## src/rtl/branch_predict_unit.sv

```systemverilog
// Branch resolution with a direct-mapped 2-bit BHT, misprediction redirect and
// saturating branch/misprediction performance counters.
module branch_predict_unit #(
  parameter int unsigned XLEN        = 32,
  parameter int unsigned PC_W        = 32,
  parameter int unsigned BHT_ENTRIES = 64,
  parameter int unsigned CNT_W       = 32
) (
  input  logic             clk,
  input  logic             reset,
  input  logic [PC_W-1:0]  if_pc,
  output logic             if_pred_taken,
  input  logic             ex_valid,
  input  logic             ex_is_branch,
  input  logic             ex_stall,
  input  logic [2:0]       ex_funct3,
  input  logic [XLEN-1:0]  ex_rs1,
  input  logic [XLEN-1:0]  ex_rs2,
  input  logic [PC_W-1:0]  ex_pc,
  input  logic [PC_W-1:0]  ex_target,
  input  logic             ex_pred_taken,
  output logic             ex_taken,
  output logic             mispredict,
  output logic [PC_W-1:0]  redirect_pc,
  output logic [CNT_W-1:0] br_count,
  output logic [CNT_W-1:0] mp_count
);

  localparam int unsigned IDX_W = $clog2(BHT_ENTRIES);

  logic [1:0]       bht_q [BHT_ENTRIES];
  logic [CNT_W-1:0] br_count_q;
  logic [CNT_W-1:0] mp_count_q;

  logic [IDX_W-1:0] if_idx;
  logic [IDX_W-1:0] ex_idx;
  logic             legal;
  logic             cond;
  logic             resolve;

  // Byte offset and high PC bits do not take part in indexing.
  logic unused_pc;
  assign unused_pc = ^{if_pc, ex_pc};

  assign if_idx        = if_pc[IDX_W+1:2];
  assign ex_idx        = ex_pc[IDX_W+1:2];
  assign if_pred_taken = bht_q[if_idx][1];

  always_comb begin
    legal = 1'b1;
    cond  = 1'b0;
    case (ex_funct3)
      3'b000:  cond = (ex_rs1 == ex_rs2);
      3'b001:  cond = (ex_rs1 != ex_rs2);
      3'b100:  cond = ($signed(ex_rs1) < $signed(ex_rs2));
      3'b101:  cond = ($signed(ex_rs1) >= $signed(ex_rs2));
      3'b110:  cond = (ex_rs1 < ex_rs2);
      3'b111:  cond = (ex_rs1 >= ex_rs2);
      default: legal = 1'b0;
    endcase
  end

  assign ex_taken    = ex_valid & ex_is_branch & legal & cond;
  assign resolve     = ex_valid & ex_is_branch & legal & ~ex_stall;
  assign mispredict  = resolve & (ex_taken != ex_pred_taken);
  assign redirect_pc = ex_taken ? ex_target : ex_pc + PC_W'(4);

  always_ff @(posedge clk) begin
    if (reset) begin
      for (int i = 0; i < int'(BHT_ENTRIES); i++) begin
        bht_q[i] <= 2'b01;
      end
      br_count_q <= '0;
      mp_count_q <= '0;
    end else begin
      if (resolve) begin
        if (ex_taken && bht_q[ex_idx] != 2'b11) begin
          bht_q[ex_idx] <= bht_q[ex_idx] + 2'd1;
        end else if (!ex_taken && bht_q[ex_idx] != 2'b00) begin
          bht_q[ex_idx] <= bht_q[ex_idx] - 2'd1;
        end
      end
      if (resolve && br_count_q != '1) begin
        br_count_q <= br_count_q + CNT_W'(1);
      end
      if (mispredict && mp_count_q != '1) begin
        mp_count_q <= mp_count_q + CNT_W'(1);
      end
    end
  end

  assign br_count = br_count_q;
  assign mp_count = mp_count_q;

endmodule

```

## config.mk

```make
export PLATFORM = sky130hd
export DESIGN_NAME = branch_predict_unit
export DESIGN_NICKNAME = d
export VERILOG_FILES = /design/src/rtl/branch_predict_unit.sv
export SDC_FILE = /design/constraint.sdc
export NUM_CORES = 1
export LEC_CHECK = 0
export BUFFER_PORTS_ARGS = -buffer_cell sky130_fd_sc_hd__buf_2
export CAP_MARGIN = 30
export CORE_MARGIN = 5
export CORE_UTILIZATION = 50
export CTS_BUF_LIST = sky130_fd_sc_hd__clkbuf_2 sky130_fd_sc_hd__clkbuf_4 sky130_fd_sc_hd__clkbuf_8
export DETAILED_ROUTE_END_ITERATION = 12
export PLACE_DENSITY = 0.74
export SKIP_CTS_REPAIR_TIMING = 1
export SLEW_MARGIN = 30
export SYNTH_ARGS = -nofsm -noshare
export SYNTH_HDL_FRONTEND = slang
export SYNTH_SLANG_ARGS = --single-unit
```

## constraint.sdc

```tcl
create_clock -name clk -period 8.7 [get_ports clk]
set_input_delay 1.305 -clock clk [delete_from_list [all_inputs] [get_ports clk]]
set_output_delay 1.305 -clock clk [all_outputs]
set_load 0.02 [all_outputs]
```

==> Word level (Yosys, flattened, before mapping) <==
Memory sizes are Yosys's and may differ from the RTL's.
Cells that the tools add are included.
{ "totals": {"reg_bits": 64, "latch_bits": 0, "mem_bits_rw": 128, "rom_bits": 0, "output_inout_bits": 99, "memories": 1} }
{ "op_classes": {"addsub": 5, "n_mul": 0, "n_div": 0, "magnitude_cmp": 4, "n_eq_ne": 11, "shift": 0, "muxes": 18, "bitwise_logic": 7, "n_reduce_logical": 9} }
{ "mem_list": {"columns": ["name", "words", "width", "rd", "rd_ports_with_merged_regs", "wr", "line_no", "text"], "rows": [
  ["bht_q", 64, 2, 2, 0, 64, "31", "logic [1:0] bht_q [BHT_ENTRIES];"]
]} }
{ "ops": {"columns": ["operator", "n"], "rows": [
  ["32-bit by 1-bit adder with 32-bit output, second input constant", 2],
  ["32-bit greater-or-equal comparator", 2],
  ["32-bit < comparator", 2],
  ["32-bit inequality test, second input constant", 2],
  ["32-bit by 3-bit adder with 32-bit output, second input constant", 1],
  ["32-bit == test", 1],
  ["32-bit 2-to-1 mux", 1],
  ["32-bit inequality test", 1],
  ["1-bit 2-to-1 mux", 13],
  ["3-bit == test, second input constant", 4],
  ["6-bit 2-to-1 mux", 1],
  ["1-bit case mux with 6 select lines", 1],
  ["6-bit OR reduction", 1],
  ["1-bit bitwise AND", 5],
  ["1-bit logical AND", 4],
  ["2-bit 2-to-1 mux", 2],
  ["3-bit by 1-bit == test with 1-bit output, second input constant", 1],
  ["3-bit logical NOT", 1],
  ["2-bit by 1-bit adder with 2-bit output, second input constant", 1],
  ["2-bit inequality test, second input constant", 1],
  ["2-bit nonzero test", 1],
  ["2-bit OR reduction", 1],
  ["2-bit by 1-bit subtractor with 2-bit output, second input constant", 1],
  ["1-bit logical NOT", 1],
  ["other kinds (3)", 3]
]} }

==> Logic depth before layout (Yosys ltp) <==
Gate-level depths: netlist of the first run.
{ "logic_depth": {"word_depth": 15, "depth_mapped": 14, "depth_no_buf": 12} }

==> Least setup slack after synthesis of the first run <==
No wires, ideal clock.
{ "synth_path": {"kind": "input port to output port", "start": "in ex_rs2[5]", "end": "out redirect_pc[11]", "arrival_time_ps": 4197, "required_time_ps": 7395, "path_slack_ps": 3198, "cell_stages": 14, "path_buffers": 3, "cell_sequence": "inv_1 ha_1 a21o_1 a21o_1 a2111oi_4 o221ai_2 o22ai_1 o211ai_2 or2_1 or3_1 buf_2 buf_6 buf_6 a21oi_1"} }
{ "synth_via": {"elab_chain_cells": 4, "word_cells_on_any_way": 9} }
{ "synth_rtl": {"columns": ["element", "line_no", "text"], "rows": [
  ["from (decl)", "18", "input logic [XLEN-1:0] ex_rs2,"],
  ["32-bit greater-or-equal comparator, or another cell as far along", "58", "3'b111: cond = (ex_rs1 >= ex_rs2);"],
  ["1-bit case mux with 6 select lines (*)", "52", "case (ex_funct3)"],
  ["1-bit bitwise AND (*)", "63", "assign ex_taken = ex_valid & ex_is_branch & legal & cond;"],
  ["32-bit 2-to-1 mux (*)", "66", "assign redirect_pc = ex_taken ? ex_target : ex_pc + PC_W'(4);"],
  ["to (decl)", "24", "output logic [PC_W-1:0] redirect_pc,"]
]} }
Mark *: on every way between the ends. The rest lies on a longest branch, timed or not.

==> Worst setup path after layout of the first run <==
{ "layout_path": {"start": "in ex_rs1[5]", "end": "out redirect_pc[8]"} }
{ "layout_via": {"elab_chain_cells": 4, "word_cells_on_any_way": 9} }
{ "layout_rtl": {"columns": ["element", "line_no", "text"], "rows": [
  ["from (decl)", "17", "input logic [XLEN-1:0] ex_rs1,"],
  ["32-bit greater-or-equal comparator, or another cell as far along", "58", null],
  ["1-bit case mux with 6 select lines (*)", "52", null],
  ["1-bit bitwise AND (*)", "63", null],
  ["32-bit 2-to-1 mux (*)", "66", null]
]} }
Marks and branches as above.

==> impl_metrics.yaml, run 1 <==
setup_path:
  r2r-start: "bht_q[3][1]$_SDFFCE_PN0P_"
  end_kind: "primary output"
  cp-startpoint: "ex_rs1[5]"
  crit_fanout: 60
  worstPathRequired_ps: 7390
  worstSetupPathType: "input port to primary output"
  critPathLaunchType: "input port"
  critical_path_arrival_ps: 4710
  worstRegToRegCells: 11
logic_synthesis:
  ys_warn_count: 0
  yosys_most_used_dff: "edfxtp_1"
  synthDistinctLibCells: 69
  syn_inst: 1268
  synth_edf_count: 128
  syn-num-nets: 1472
  async_reset_ff_share_pct: 0
  syn_avg_cell_area_um2: 9.62
  ys_seq_elements: 192
  yosysSeqAreaShare_pct: 42.0
  syn-cell-area_um2: 12200
final_layout:
  antenna_cells: 0
  final_common_cell: "buf_2"
  fill_cells: 2121
  nNetsFinal: 1644
  area_growth_pct: 13.5
  fin_area_um2: 13800
  final_cell_mix: "buf_2, nor2_1, edfxtp_1"
  drive_gt1_share_pct: 29.9
drt:
  drt_iter0_drc: 889
  drc: 0
  drt_pre_antenna_iters: 5
  antenna_left: 0
  routed_wirelength_um: 32700
  dr_total_vias: 10500
  wl_per_cell_um: 18.4
  viasPerCell: 5.89
clock_network:
  clockRootBuffer: "clkbuf_8"
  cts_buffers: 17
  clk_path_buf_depth: 2
  htree_levels: 4
  clk_latency_ps: 480
  cts_sinks: 192
  clkSlewWorstSetupHoldPaths_ps: 100
  tritoncts: "yes"
grt:
  grt_max_degree: 85
  grt_pass1_vias: 10100
  track_usage_pct: 23.0
  grt_pass1_wl_um: 52500
  antenna_found_initial: 0
  grt_overflow: 0
placement:
  gp_congestion: 0.925
  placed_cell_area_um2: 13400
  place_hpwl_um: 22600
  io_buffer_count: 241
hold_path:
  hold_path_class: "flop to flop"
  hp-start: "mp_count[28]$_SDFFE_PP0P_"
  holdPathStages: 2
timing:
  hold_viol_final: 0
  fmax_mhz: 166
  final.setup.tns_ps: 0
  finalCriticalPeriod_ps: 6010
  grt_setup_unrepaired: "false"
  drv_slew: 0
  tightest_slew_ps: 915
  clock_skew_ps: 15.7
  max_slew_margin_pct: 39.0
  setup_viol: 0
  period_share_pct: 69.1
outcome:
  outcome: "completed"
die:
  core_um2: 24200
  placementRows: 57
  die_area_um2: 27600
  fp.dieH_um: 166
  die_w_um: 166
  io_pins: 268
  start_util_pct: 50.4
power_and_ir_drop:
  p_seq_share_pct: 51.0
  p_sw_uw: 582
  p_per_area_nw_per_um2: 140
  p_leak_nw: 5.09
  swShare_pct: 30.1
  ir_drop_uv: 91.4
  p_int_mw: 1.35
  power_frac_comb_pct: 18.5
  clkPwrFrac_pct: 30.5
run:
  max_cap_viol_count: 0
[metrics by stage]
stage	util, %	hold WS (ps)	setup slack (ps)	power [mW]	instances
finish	57.3	504	2690	1.94	1777
global route	57.3	530	2560	2.01	1777
CTS	57.2	510	2340	1.94	1776
detailed placement	55.6	489	2350	1.36	1744
global placement	55.6	474	2400	1.36	1744
floorplan	-	559	3200	1.26	1268
[area by class of cell]
cell class	instances	area, um^2	area share (%)
Tap cell	324	405	2.93
Timing Repair Buffer	262	1370	9.90
Clock buffer	18	248	1.79
Clock inverter	14	145	1.05
Inverter	45	169	1.22
Multi-Input combinational cell	922	6380	46.1
Sequential cell	192	5120	37.0
[state kept, by name, indices dropped and copies added (netlist names)]
name and cells:
bht_q 128, br_count 32, mp_count 32
[synthesized netlist by cell type, drive strengths merged (17+ instances only)]
cell / instances / share of area [%]
a21oi: 77 / 3.3
xnor2: 23 / 1.7
or3: 20 / 1.0
mux4: 36 / 6.6
clkbuf: 66 / 2.0
nand4: 23 / 1.3
inv: 44 / 1.4
buf: 43 / 2.6
ha: 35 / 3.6
xor2: 34 / 2.4
nor3: 19 / 0.90
o21ai: 27 / 1.1
mux2: 17 / 1.7
nand3: 97 / 4.0
nand2: 124 / 3.8
edfxtp: 128 / 32
nor2: 165 / 5.2
a31o: 64 / 4.6
dfxtp: 64 / 11
[cell families (layout without fill, tap and decap cells)]
kind of cell               count (synthesis)  after routing  synth area share [%]
and+or+nand+nor                          526            526                  20.8
adders and majority gates                 35             35                  3.59
muxes                                     67             67                  9.52
DFF                                      192            192                  42.0
buffers and inverters                    154            339                  5.97
AOI/OAI and AO/OA                        237            237                  13.9
xor gates and xnor gates                  57             57                  4.09
[final timing paths]
| check | endpoint | slack [ps] |
|---|---|---|
| setup reg to reg | bht_q[10][0]$_SDFFCE_PN1P_ | 4650 |
| setup / recovery | redirect_pc[8] | 2690 |
| hold reg to reg | mp_count[28]$_SDFFE_PP0P_ | 500 |
| hold / removal | mp_count[28]$_SDFFE_PP0P_ | 500 |
[worst max-delay path, cell delays in order]
cell and delay (ps):
buf_2 100, ha_1 290, a21o_1 180, a21o_1 200, a2111oi_4 380, o221ai_2 180
o21ai_0 270, o211ai_2 200, or2_1 290, or3_4 620, a21oi_1 400, buf_2 240
[power by group through the flow]
stage / combinational (mW) / sequential [mW] / clock [mW]
floorplan: 0.254 / 1.01 / 0
global placement: 0.350 / 1.01 / 0
detailed placement: 0.354 / 1.01 / 0
CTS: 0.356 / 0.988 / 0.598
global route: 0.385 / 0.990 / 0.640
finish: 0.357 / 0.988 / 0.591
[layer usage]
layer / wire length (um) / vias up / track usage [%] / share of wire (%)
li1: - / 4979 / - / -
met1: 12700 / 4971 / 28.4 / 39
met2: 16400 / 466 / 40.3 / 50
met3: 2690 / 53 / 5.09 / 8.2
met4: 827 / 0 / 7.21 / 2.5
met5: 0 / - / 0 / 0
Note: power is estimated with default switching activity, not from simulation.
==> inputs of run 2 (changes only) <==
--- a/config.mk
+++ b/config.mk
@@ -5,6 +5,7 @@
 export SDC_FILE = /design/constraint.sdc
 export NUM_CORES = 1
 export LEC_CHECK = 0
+export ABC_AREA = 1
 export BUFFER_PORTS_ARGS = -buffer_cell sky130_fd_sc_hd__buf_2
 export CAP_MARGIN = 30
 export CORE_MARGIN = 5
==> constraint.sdc (replaced) <==
create_clock -name clk -period 6.3 [get_ports clk]
set_input_delay 0.945 -clock clk [delete_from_list [all_inputs] [get_ports clk]]
set_output_delay 0.945 -clock clk [all_outputs]
set_load 0.02 [all_outputs]
==> run 2 against run 1 <==
  * Final area rose by 2.3%
  * First-iteration DRC count up 20%
  * Power up 40%
  * Critical endpoint is now redirect_pc[29]
==> impl_metrics.yaml, run 2 <==
final_layout:
  top_register: "bht_q"
  largest_register_ffs: 128
  drive_gt1_share_pct: 16.7
  antenna_cells: 0
  fill_cells: 2339
  area_growth_pct: 13.9
  layoutNonFillerInstCount: 2191
  final_cell_mix: "nand2_1, buf_2, nor2_1"
  final_common_cell: "nand2_1"
  nNetsFinal: 2058
drt:
  viasPerCell: 5.70
  drt_iter0_drc: 1065
  drc: 0
  routed_wirelength_um: 36500
  antenna_left: 0
  dr_total_vias: 12500
  wl_per_cell_um: 16.7
  drt_pre_antenna_iters: 6
logic_synthesis:
  yosysMostFrequentCell: "nand2_1"
  syn_inst: 1674
  async_reset_ff_share_pct: 0
  yosysSeqAreaShare_pct: 41.2
  syn-cell-area_um2: 12400
  syn-num-nets: 1878
  synth_fa_ha_area_share_pct: 3.52
  ys_seq_elements: 192
  netlist_top_cells_count: "nand2_1, nor2_1, inv_1, edfxtp_1, nand4_1"
  yosys_most_used_dff: "edfxtp_1"
  synth_top_area_share_pct: 30.9
  muxShareOfSynthArea_pct: 0
  synth-simple-area-share_pct: 32.3
  synth_top_family_by_area: "simple AND/OR/NAND/NOR gates"
  synth_compound_area_share_pct: 9.95
  synth_xor_area_share_pct: 4.23
  synth_edf_count: 128
  synthDistinctLibCells: 43
  yosys-top-cells-area: "edfxtp_1, nand2_1, dfxtp_1"
  syn_avg_cell_area_um2: 7.43
  synth_largest_area_cell: "edfxtp_1"
  ys_warn_count: 0
placement:
  place_hpwl_um: 25100
  dp_cells: 2159
  io_buffer_count: 241
  gp_congestion: 0.936
power_and_ir_drop:
  swShare_pct: 28.8
  p_sw_uw: 779
  p_seq_share_pct: 50.3
  ir_drop_uv: 130
  finalPower_mw: 2.71
  p_int_mw: 1.93
  p_leak_nw: 5.81
  power_frac_comb_pct: 16.4
  p_per_area_nw_per_um2: 191
  clkPwrFrac_pct: 33.2
timing:
  period_share_pct: 77.0
  drv_slew: 0
  setup_viol: 0
  final.setup.tns_ps: 0
  fmax_mhz: 206
  finalCriticalPeriod_ps: 4850
  tightest_slew_ps: 904
  grt_setup_unrepaired: "false"
  hold_viol_final: 0
  clock_skew_ps: 17.9
  max_slew_margin_pct: 39.7
clock_network:
  cts_sinks: 192
  clk_latency_ps: 480
  htree_levels: 4
  clockRootBuffer: "clkbuf_8"
  clk_path_buf_depth: 2
  tritoncts: "yes"
  cts_buffers: 17
  clkSlewWorstSetupHoldPaths_ps: 100
die:
  core_um2: 24400
  placementRows: 57
  die_w_um: 168
  fp.dieH_um: 168
  io_pins: 268
  start_util_pct: 51.0
  die_area_um2: 28100
setup_path:
  critPathLaunchType: "input port"
  cpMaxStageDelayCell: "inv_1"
  crit_chain: "buf_2 > ha_1 > a21oi_1 > o21a_1 > nand2_1 > a21oi_1 > nand3_1 > nand3_1 > nand2_1 > nand3_1 > nand2_1 > buf_4 > inv_1 > buf_4 > nand2_1 > nand2_1 > buf_2"
  path_common_cell: "nand2_1"
  worstSetupPathType: "input port to primary output"
  worstRegToRegCells: 12
  end_kind: "primary output"
  worstPathRequired_ps: 5350
  r2r-start: "bht_q[53][1]$_SDFFCE_PN0P_"
  rrSetupSlack_ps: 3080
  slowest_delay_ps: 430
  critical_path_arrival_ps: 3910
  crit_fanout: 31
  r2r_end: "bht_q[62][1]$_SDFFCE_PN0P_"
hold_path:
  holdPathEnd: "br_count[30]$_SDFFE_PP0P_"
  holdPathStages: 2
  hold_path_class: "flop to flop"
  hp-start: "br_count[30]$_SDFFE_PP0P_"
grt:
  track_usage_pct: 25.0
  grt_pass1_vias: 12000
  grt_overflow: 0
  grt_max_degree: 81
  grt_pass1_wl_um: 58700
  antenna_found_initial: 1
outcome:
  outcome: "completed"
run:
  max_cap_viol_count: 0
run 2: changes by cell type in the layout (fill, tap and decap cells not counted), moves of 47 or more:
| cell | change |
|---|---|
| nor2_1 | +47 |
| o21ai_0 | +57 |
| a31o_2 | -64 |
| inv_1 | +104 |
| nand2_1 | +274 |
| nand4_1 | +101 |
run 2: worst max path at each step:
stage                     from              end  slack (ps)  cells after the start
detailed placement  ex_rs1[31]  redirect_pc[30]        1470                     17
finish              ex_rs1[31]  redirect_pc[29]        1450                     17
floorplan           ex_rs2[31]  redirect_pc[13]        2180                     16
global placement    ex_rs1[31]  redirect_pc[30]        1550                     17
CTS                 ex_rs1[31]  redirect_pc[30]        1470                     17
global route        ex_rs2[31]  redirect_pc[26]        1010                     20
run 2: logic make-up (layout without fill, tap and decap cells):
family | count (synthesis) | in the layout
DFF | 192 | 192
buffers and inverters | 259 | 452
adders and majority gates | 35 | 35
AOI/OAI and AO/OA | 213 | 213
xor gates and xnor gates | 60 | 60
and+or+nand+nor | 915 | 915
run 2: power by group through the flow:
| stage | Sequential (mW) | Clock [mW] | Combinational, mW |
|---|---|---|---|
| 2_1_floorplan | 1.39 | 0 | 0.286 |
| 3_3_place_gp | 1.39 | 0 | 0.430 |
| 3_5_place_dp | 1.39 | 0 | 0.439 |
| 4_1_cts | 1.36 | 0.908 | 0.440 |
| 5_1_grt | 1.36 | 0.957 | 0.488 |
| 6_report | 1.36 | 0.900 | 0.445 |
run 2: worst max-delay path: cells and delay by family:
family	cells	cell delay, ps
buffers and inverters	5	1310
AOI/OAI and AO/OA	3	570
adders and majority gates	1	340
and+or+nand+nor	8	730
run 2: metrics by stage:
stage / worst slack [ps] / hold WS [ps] / utilization, % / cell area (um^2)
final: 1450 / 490 / 58.1 / 14200
after global routing: 1010 / 518 / 58.1 / 14200
after CTS: 1470 / 491 / 58.1 / 14200
after detailed placement: 1470 / 476 / 56.3 / 13700
after global placement: 1550 / 468 / 56.3 / 13700
after floorplan: 2180 / 547 / - / 12400
run 2: area by class of cell:
type / instances / area [um^2] / share of cell area, %
flip-flops and latches: 192 / 5120 / 36.2
repair buffers: 262 / 1380 / 9.71
clock inverters: 13 / 188 / 1.32
multi-input cells: 1223 / 6230 / 44.0
well taps: 324 / 405 / 2.86
clock buffers: 19 / 249 / 1.76
inverters: 158 / 593 / 4.19
run 2: layer usage:
metal / global-route usage, % / vias to the layer above / share of wire [%]
met5: 0 / - / 0.019
met4: 6.92 / 2 / 1.7
met3: 4.60 / 65 / 7.6
met2: 42.8 / 536 / 49
met1: 32.6 / 5824 / 42
li1: - / 6067 / -
